$ cat config.mk
export PLATFORM = sky130hd
export DESIGN_NAME = multi_mode_reg
export DESIGN_NICKNAME = d
export VERILOG_FILES = /design/src/rtl/multi_mode_reg_pkg.sv /design/src/rtl/mm_bit_cell.sv /design/src/rtl/multi_mode_reg.sv
export SDC_FILE = /design/constraint.sdc
export NUM_CORES = 1
export LEC_CHECK = 0
export CORE_ASPECT_RATIO = 0.75
export CORE_MARGIN = 4
export CORE_UTILIZATION = 52
export CTS_CLUSTER_SIZE = 30
export DETAILED_ROUTE_END_ITERATION = 10
export PLACE_DENSITY = 0.92
export SYNTH_ARGS = -nofsm -noshare
export SYNTH_HDL_FRONTEND = slang
export SYNTH_SLANG_ARGS = --single-unit
$ cat constraint.sdc
create_clock -name clk -period 9.21 [get_ports clk]
set_clock_uncertainty 0.1 [all_clocks]
set_input_delay 1.842 -clock clk [delete_from_list [all_inputs] [get_ports clk]]
set_output_delay 1.842 -clock clk [all_outputs]
set_load 0.01 [all_outputs]
$ cat src/rtl/multi_mode_reg_pkg.sv
// rtl/multi_mode_reg_pkg.sv - mode encodings shared by the register, its bit cell and the bench
package multi_mode_reg_pkg;

    localparam logic [2:0] MODE_HOLD   = 3'b000;
    localparam logic [2:0] MODE_LOAD   = 3'b001;
    localparam logic [2:0] MODE_JK     = 3'b010;
    localparam logic [2:0] MODE_TOGGLE = 3'b011;
    localparam logic [2:0] MODE_SHL    = 3'b100;
    localparam logic [2:0] MODE_SHR    = 3'b101;
    localparam logic [2:0] MODE_CNT_UP = 3'b110;
    localparam logic [2:0] MODE_CNT_DN = 3'b111;

    // True for the modes handled by the per-bit cell
    function automatic logic is_bitwise_mode(input logic [2:0] mode);
        return (mode == MODE_HOLD) || (mode == MODE_LOAD) ||
               (mode == MODE_JK)   || (mode == MODE_TOGGLE);
    endfunction

endpackage

$ cat src/rtl/mm_bit_cell.sv
// rtl/mm_bit_cell.sv - single-bit next-state logic for HOLD, LOAD, JK and TOGGLE
module mm_bit_cell
    import multi_mode_reg_pkg::*;
(
    input  logic [2:0] mode,
    input  logic       q,
    input  logic       d,
    input  logic       j,
    input  logic       k,
    output logic       nxt
);

    // Per-bit next state; modes handled at the top level simply hold here
    always_comb begin
        nxt = q;
        case (mode)
            MODE_LOAD:   nxt = d;
            MODE_JK: begin
                case ({j, k})
                    2'b01:   nxt = 1'b0;
                    2'b10:   nxt = 1'b1;
                    2'b11:   nxt = ~q;
                    default: nxt = q;
                endcase
            end
            MODE_TOGGLE: nxt = q ^ d;
            default:     nxt = q;
        endcase
    end

endmodule

$ cat src/rtl/multi_mode_reg.sv
// rtl/multi_mode_reg.sv - multi-mode register: load, JK, toggle, shift and up/down count
module multi_mode_reg
    import multi_mode_reg_pkg::*;
#(
    parameter int WIDTH = 8
) (
    input  logic             clk,
    input  logic             reset,
    input  logic             en,
    input  logic [2:0]       mode,
    input  logic [WIDTH-1:0] d,
    input  logic [WIDTH-1:0] j,
    input  logic [WIDTH-1:0] k,
    input  logic             sin,
    output logic [WIDTH-1:0] q,
    output logic [WIDTH-1:0] q_n,
    output logic             sout,
    output logic             co
);

    localparam logic [WIDTH-1:0] ALL_ONES = {WIDTH{1'b1}};
    localparam logic [WIDTH-1:0] ONE      = {{(WIDTH-1){1'b0}}, 1'b1};

    logic [WIDTH-1:0] cell_nxt;

    genvar gi;
    generate
        for (gi = 0; gi < WIDTH; gi++) begin : g_cell
            mm_bit_cell u_cell (
                .mode (mode),
                .q    (q[gi]),
                .d    (d[gi]),
                .j    (j[gi]),
                .k    (k[gi]),
                .nxt  (cell_nxt[gi])
            );
        end
    endgenerate

    // Complement is combinational so it never lags q
    assign q_n = ~q;

    // Register state: reset first, then enable, then mode-specific update; co is a one-cycle pulse
    always_ff @(posedge clk) begin
        if (reset) begin
            q    <= '0;
            sout <= 1'b0;
            co   <= 1'b0;
        end else if (!en) begin
            co <= 1'b0;
        end else begin
            co <= 1'b0;
            if (is_bitwise_mode(mode)) begin
                q <= cell_nxt;
            end else begin
                case (mode)
                    MODE_SHL: begin
                        q    <= {q[WIDTH-2:0], sin};
                        sout <= q[WIDTH-1];
                    end
                    MODE_SHR: begin
                        q    <= {sin, q[WIDTH-1:1]};
                        sout <= q[0];
                    end
                    MODE_CNT_UP: begin
                        q  <= q + ONE;
                        co <= (q == ALL_ONES);
                    end
                    default: begin
                        q  <= q - ONE;
                        co <= (q == '0);
                    end
                endcase
            end
        end
    end

endmodule

=== Word-level counts from Yosys, hierarchy flattened ===
Cells that the tools add are included.

* Bits of input ports: 31
* Flip-flop bits (word level): 10
* Logic and storage cells: 108
* Output and inout port bits: 18

* Mux-type cells: 20
* Reductions and logical operators: 17
* Bitwise gates (word level): 19
* Eq/ne operators: 40
* $add $sub $neg: 2

{| class="wikitable"
|+ Operator list
! cell !! count
|-
| case mux 1 bit (3 select lines) || 16
|-
| != test 5 x 2 -> 1 bit, second input constant || 8
|-
| equality test 2 bit, second input constant || 16
|-
| AND reduction 3 bit || 9
|-
| case mux 8 bit (3 select lines) || 1
|-
| equality test 2 x 1 -> 1 bit, second input constant || 8
|-
| inverter 1 bit || 10
|-
| equality test 3 bit, second input constant || 3
|-
| adder 8 x 1 -> 8 bit, second input constant || 1
|-
| equality test 8 bit, second input constant || 1
|-
| logical NOT 8 bit || 1
|-
| 2-to-1 mux 8 bit || 1
|-
| inverter 8 bit || 1
|-
| subtractor 8 x 1 -> 8 bit, second input constant || 1
|-
| bitwise XOR 1 bit || 8
|-
| equality test 3 x 2 -> 1 bit, second input constant || 2
|-
| != test 4 bit, second input constant || 1
|-
| case mux 1 bit (2 select lines) || 2
|-
| equality test 3 x 1 -> 1 bit, second input constant || 1
|-
| logical NOT 3 bit || 1
|-
| logical OR 1 bit || 3
|-
| OR reduction 3 bit || 1
|-
| nonzero test 2 bit || 1
|-
| OR reduction 2 bit || 1
|}

=== Depth between registers and ports, before layout ===
Gate-level depths: netlist (run 1).

* Depth in word-level cells: 6
* Mapped depth: 10
* Mapped depth without buffers: 8

=== By module ===
Synthesis (run 1) repeated with hierarchy kept, for this count alone.

* Cells, all modules: 192
* Area, all modules: 1422.6 um2

{| class="wikitable"
|+ Modules (own cells, without submodules)
! module !! cells each !! area each (um2) !! sequential area each (um2) !! times used
|-
| multi_mode_reg || 128 || 1002.2 || 200.2 || 1
|-
| mm_bit_cell || 8 || 52.6 || 0.0 || 8
|}

=== Worst setup path after synthesis (run 1) ===
Ideal clock, no wire load.

* Path kind: in2reg
* From: input port mode[1]
* To: register q[6]
* Stages: 10
* Buffers on the path: 2
* Required time: 9.014 ns
* Library setup time: 0.096 ns
* Slack: 4.849 ns
* Data arrival time: 4.165 ns
* Path through: buf_2 nor2b_1 buf_2 nand2_1 fa_1 a211oi_2 nor3b_1 or4b_1 o311a_1 o41ai_2

* Word-level cells in the longest chain between the ends: 6
* Elaborated cells on any way between the ends: 16
* Those cells by class: 8 x eq/ne; 3 x mux; 5 x reduce/logical

{| class="wikitable"
|+ Ends and longest elaborated chain
! item !! RTL line !! RTL
|-
| from (decl) || multi_mode_reg.sv:10 || <nowiki>input logic [2:0] mode,</nowiki>
|-
| equality test 3 x 1 -> 1 bit or logical NOT 3 bit (tied branches) || multi_mode_reg_pkg.sv:15, mm_bit_cell.sv:16 ||
|-
| logical OR 1 bit (2 in series) || multi_mode_reg_pkg.sv:15 || <nowiki>return (mode == MODE_HOLD) || (mode == MODE_LOAD) ||</nowiki>
|-
| logical OR 1 bit || multi_mode_reg_pkg.sv:16 || <nowiki>(mode == MODE_JK) || (mode == MODE_TOGGLE);</nowiki>
|-
| != test 5 x 2 -> 1 bit (no source line) or != test 4 bit (tied branches) || -- ||
|-
| AND reduction 3 bit (no source line) || -- ||
|-
| to (signal assigned) || multi_mode_reg.sv:54 || <nowiki>q <= cell_nxt;</nowiki>
|-
| to (signal assigned) || multi_mode_reg.sv:58 || <nowiki>q <= {q[WIDTH-2:0], sin};</nowiki>
|-
| to (signal assigned) || multi_mode_reg.sv:62 || <nowiki>q <= {sin, q[WIDTH-1:1]};</nowiki>
|-
| to (decl) || multi_mode_reg.sv:15 || <nowiki>output logic [WIDTH-1:0] q,</nowiki>
|}

Parallel ways exist; a longest one is shown, timed or not.
A chain may end at the register's enable or synchronous reset.

=== Worst setup path in the final report (run 1) ===
Ends and elaborated chain as after synthesis.

==> flow_summary.yaml, run 1 <==
run_status:
  status: "finished, final reports clean"
global_route:
  grt_pass1_wl_um: 7983
  grt_overflow_total: 0
  track_usage_pct: 23.28
  grt_pass1_vias: 1784
  grt_max_degree: 36
  antenna_found_initial: 0
worst_hold_path:
  hold_class: "register to register"
cells_and_area:
  layout.nets: 321
  drive_above_1_share_pct: 4.924
  multi_input_area_um2: 1261
  area_growth_pct: 28.09
  fin_cells: 302
  regArea_um2: 200.2
  n_fill_cell: 241
  antennaDiodeCount: 0
yosys:
  synthCells: 232
  synth_fp_nets: 287
  synth_edf_count: 0
  async_flop_share_pct: 0
  avgSynthCellArea_um2: 7.200
  synth_area_um2: 1670
  synth_top_flop_cell: "dfxtp_1"
  yosys_warnings: 0
  ys_seq_elements: 10
  synth_cell_types: 49
  synth_seq_area_share_pct: 11.99
sta:
  max_freq_mhz: 184.9
  period_share_pct: 58.72
  finalSetupViolCount: 0
  slew_violations: 0
  max_slew_margin_pct: 47.95
  min_period_ns: 5.409
  rsz0062_at_grt: "no"
  finalSetupTns_ns: 0
  hold_violations: 0
  max_slew.worst_pin.slew_ns: 0.7792
clocking:
  clock-root-buffer: "clkbuf_8"
  clk_pin_slew_ns: 0.05
  clock_tree.buffer_depth: 2
  cts_tree: "built"
  clk_latency_ns: 0.25
  ctsResizeCount: 0
  cts_buffers: 3
  cts.sinks: 10
  postCtsHoldBufs: 0
  h-tree-depth: 1
  post_cts_buffers: 0
power:
  power.density_nw_per_um2: 105.2
  ir_worst_vdd_uv: 57.46
  leakage_nw: 0.8840
floorplanning:
  fp.dieH_um: 57.09
  initial_core_util_pct: 55.69
  row_count: 17
  io_pins: 49
  die_w_um: 73.45
  dieArea_um2: 4193
  core_area_um2: 2999
placed_design:
  gp_congestion: 0.9140
  placedCellCount: 299
  dp_hpwl_um: 3667
  io_buffer_count: 48
detailed_routing:
  vias: 1836
  ant_nets: 0
  drc: 0
  wl_um: 4772
  drt-pass1-iter-count: 4
  wl_per_cell_um: 15.80
  vias_per_cell: 6.079
  drtIter0Drc: 204
critical_path:
  endpoint_kind: "register"
  critPathKind: "input pin to register"
  required_ns: 9.27
  setup.worst_path.start_class: "input pin"
  worstPathArrival_ns: 5.46
  critical_path.max_fanout: 28
run:
  drv_cap: 0
worst paths after layout:
check / slack [ns] / startpoint / cells after the start / endpoint
worst min-delay path: 0.44 / sout$_SDFFE_PP0P_ / 2 / sout$_SDFFE_PP0P_
worst min register to register: 0.44 / sout$_SDFFE_PP0P_ / 2 / sout$_SDFFE_PP0P_
worst max-delay path: 3.80 / mode[1] / 10 / q[6]$_SDFFE_PP0P_
worst max register to register: 6.83 / q[0]$_SDFFE_PP0P_ / 6 / q[6]$_SDFFE_PP0P_
per-stage QoR:
stage                     hold WS [ns]  worst slack, ns  cell area (um2)  total power (W)  utilization [%]
after floorplan                 0.4333            4.849             1670        0.0001332                -
after global placement          0.4136            3.736             2098        0.0001719            69.96
after detailed placement        0.4243            3.630             2098        0.0001748            69.96
after CTS                       0.4359            3.883             2140        0.0002235            71.34
after global routing            0.4771            3.564             2140        0.0002393            71.34
final                           0.4429            3.801             2140        0.0002251            71.34
worst max-delay path: stages:
cell             delay (ns)
clkdlybuf4s50_1        0.45
buf_4                  0.26
nor2b_1                0.68
nand2_1                0.44
fa_1                   0.53
a211oi_2               0.24
nor3b_1                0.11
or4b_1                 0.47
o311a_1                0.13
o41ai_2                0.29
cell usage in the layout (no fill, tap or decap), types with 9 or more instances in the layout:
cell type         n
nor2b_1           9
a21oi_1          16
inv_1            25
nor2_1           13
nand2_1          14
dfxtp_1          10
clkdlybuf4s50_1  48
ha_1             23
o21ai_0          23
synth_stat cells, types with 4 or more instances:
library cell	number	area, um2
nor2_1	13	48.80
dfxtp_1	10	200.2
o22ai_1	5	31.28
ha_1	23	287.8
nor3_1	4	20.02
nor2b_1	9	56.30
buf_2	5	25.02
mux2i_1	4	40.04
inv_1	25	93.84
buf_4	8	60.06
a311oi_1	4	35.03
nand2b_1	5	31.28
clkbuf_1	8	30.03
nand3_1	5	25.02
a21oi_1	16	80.08
nand2_1	14	52.55
o221ai_1	4	35.03
o21ai_0	23	115.1
report_power, final:
group	internal (W)	leakage (nW)	switching [W]
combinational	0.0000609	0.780	0.0000568
clock	0.0000289	0.0216	0.0000200
sequential	0.0000476	0.0825	0.0000109
total	0.000137	0.884	0.0000877
area by class of cell:
| type | instances | share of cell area, % |
|---|---|---|
| Sequential cell | 10 | 9.357 |
| Clock buffer | 3 | 1.930 |
| Multi-Input combinational cell | 176 | 58.95 |
| Tap cell | 38 | 2.222 |
| Inverter | 25 | 4.386 |
| Timing Repair Buffer | 50 | 23.16 |
logic make-up (layout without fill, tap and decap cells):
logic type | Yosys count | count (layout) | share of synthesized area, %
adders and majority gates | 24 | 24 | 18.43
muxes | 5 | 5 | 3.071
and+or+nand+nor | 67 | 67 | 21.50
AOI/OAI and AO/OA | 76 | 76 | 30.41
buffers and inverters | 46 | 78 | 12.51
DFF | 10 | 10 | 11.98
xor gates and xnor gates | 4 | 4 | 2.098
state kept, by name, indices dropped and copies added, names as in the netlist:
register,count
q,8
co,1
sout,1
layer usage:
metal / part of all wire (%) / vias up / track usage [%]
met5: 0 / - / 0
li1: - / 901 / -
met4: 0.92 / 0 / 3.876
met2: 47 / 98 / 39.65
met3: 9.1 / 6 / 4.225
met1: 43 / 831 / 30.91
Power figures use the tool's default switching activity.
==> inputs of run 2 (changes only) <==
--- a/config.mk
+++ b/config.mk
@@ -7,10 +7,10 @@
 export LEC_CHECK = 0
 export CORE_ASPECT_RATIO = 0.75
 export CORE_MARGIN = 4
-export CORE_UTILIZATION = 52
+export CORE_UTILIZATION = 48
 export CTS_CLUSTER_SIZE = 30
 export DETAILED_ROUTE_END_ITERATION = 10
-export PLACE_DENSITY = 0.92
+export PLACE_DENSITY = 0.86
 export SYNTH_ARGS = -nofsm -noshare
 export SYNTH_HDL_FRONTEND = slang
 export SYNTH_SLANG_ARGS = --single-unit
==> constraint.sdc (replaced) <==
create_clock -name clk -period 5.4 [get_ports clk]
set_clock_uncertainty 0.1 [all_clocks]
set_input_delay 1.08 -clock clk [delete_from_list [all_inputs] [get_ports clk]]
set_output_delay 1.08 -clock clk [all_outputs]
set_load 0.01 [all_outputs]
==> flow_summary.yaml, run 2 (same netlist as run 1, synthesis figures left out) <==
run_status:
  status: "finished, final reports clean"
clocking:
  clock-root-buffer: "clkbuf_8"
  cts.sinks: 10
  h-tree-depth: 1
  post_cts_buffers: 0
  cts_tree: "built"
  postCtsHoldBufs: 0
  ctsResizeCount: 0
  clk_pin_slew_ns: 0.06
  clock_tree.buffer_depth: 2
  clk_latency_ns: 0.24
  cts_buffers: 3
power:
  combPwrFrac_pct: 50.1
  power.density_nw_per_um2: 184.0
  power.share.switching_pct: 37.36
  leakage_nw: 0.9011
  ir_worst_vdd_uv: 117.7
  seq_power_share_pct: 24.7
  switchingPower_w: 0.0001493
  internal_power_w: 0.0002503
  clockPowerShare_pct: 25.2
cells_and_area:
  area_growth_pct: 29.96
  multi_input_area_um2: 1261
  fin_cells: 307
  layout.nets: 323
  largest_register_ffs: 8
  n_fill_cell: 288
  layout_common_cells: "clkdlybuf4s50_1, inv_1, o21ai_0, ha_1, a21oi_1"
  top_register: "q"
  antennaDiodeCount: 0
  drive_above_1_share_pct: 5.993
  fin_area_um2: 2171
  layout.cells.most_common: "clkdlybuf4s50_1"
  regArea_um2: 200.2
  top_regs: "q (8), co (1), sout (1)"
detailed_routing:
  drt-pass1-iter-count: 5
  drc: 0
  vias_per_cell: 5.831
  wl_um: 4502
  drtIter0Drc: 222
  vias: 1790
  wl_per_cell_um: 14.66
  ant_nets: 0
global_route:
  grt_max_degree: 35
  grt_pass1_vias: 1617
  track_usage_pct: 20.11
  antenna_found_initial: 0
  grt_overflow_total: 0
  grt_pass1_wl_um: 7403
floorplanning:
  initial_core_util_pct: 50.45
  die_w_um: 76.12
  io_pins: 49
  dieArea_um2: 4497
  core_area_um2: 3311
  fp.dieH_um: 59.09
  row_count: 18
placed_design:
  gp_congestion: 0.9609
  placedCellCount: 303
  dpl_cell_area_um2: 2116
  io_buffer_count: 48
  dp_hpwl_um: 3493
critical_path:
  setup.worst_path.start_class: "input pin"
  worstPathArrival_ns: 4.12
  reg2reg_setup_slack_ns: 3.04
  critPathKind: "input pin to register"
  critical_path.max_fanout: 28
  required_ns: 5.45
  endpoint_kind: "register"
sta:
  rsz0062_at_grt: "no"
  max_slew.worst_pin.slew_ns: 0.5612
  slew_violations: 0
  min_period_ns: 4.069
  hold_slack_ns: 0.4261
  max_slew_margin_pct: 62.47
  finalSetupTns_ns: 0
  finalSetupViolCount: 0
  max_freq_mhz: 245.8
  period_share_pct: 75.34
  hold_violations: 0
worst_hold_path:
  hold_class: "register to register"
run:
  drv_cap: 0
[run 2: through the flow]
stage	power (W)	util [%]	setup slack (ns)
final	0.0003995	65.57	1.331
after global routing	0.0004279	65.57	1.148
after CTS	0.0003995	65.57	1.351
after detailed placement	0.0002975	63.91	1.094
after global placement	0.0002950	63.91	1.150
after floorplan	0.0002272	-	1.801
[run 2: worst max-delay path: stages]
cell             delay, ns
clkdlybuf4s50_1       0.45
buf_4                 0.26
nor2b_1               0.17
buf_4                 0.18
nand2_1               0.25
fa_1                  0.49
a211oi_2              0.23
nor3b_1               0.10
or4b_1                0.47
o311a_1               0.13
o41ai_2               0.29
[run 2: final cells by class]
type,instances,area share (%)
clock buffer,4,2.536
multi-input combinational,176,58.10
sequential,10,9.222
timing repair buffer,52,23.52
tap,40,2.305
inverter,25,4.323
[run 2: path summary, 6_finish.rpt]
check | startpoint | to | cells past startpoint
max | mode[1] | q[6]$_SDFFE_PP0P_ | 11
max reg2reg | q[0]$_SDFFE_PP0P_ | q[6]$_SDFFE_PP0P_ | 6
min reg2reg | sout$_SDFFE_PP0P_ | sout$_SDFFE_PP0P_ | 2
min | sout$_SDFFE_PP0P_ | sout$_SDFFE_PP0P_ | 2
[run 2: power by group through the flow]
stage / clock network, W / registers [W] / logic, W
2_1_floorplan: 0 / 0.0000936 / 0.000134
3_3_place_gp: 0 / 0.0000998 / 0.000195
3_5_place_dp: 0 / 0.0000999 / 0.000198
4_1_cts: 0.000102 / 0.0000986 / 0.000199
5_1_grt: 0.000105 / 0.000101 / 0.000223
6_report: 0.000101 / 0.0000988 / 0.000200
[run 2: layer usage]
layer,track usage [%],up-vias,share of wire [%]
li1,-,907,-
met5,0,-,0
met3,6.231,2,12
met2,31.59,96,45
met4,3.990,0,0.24
met1,27.49,785,43
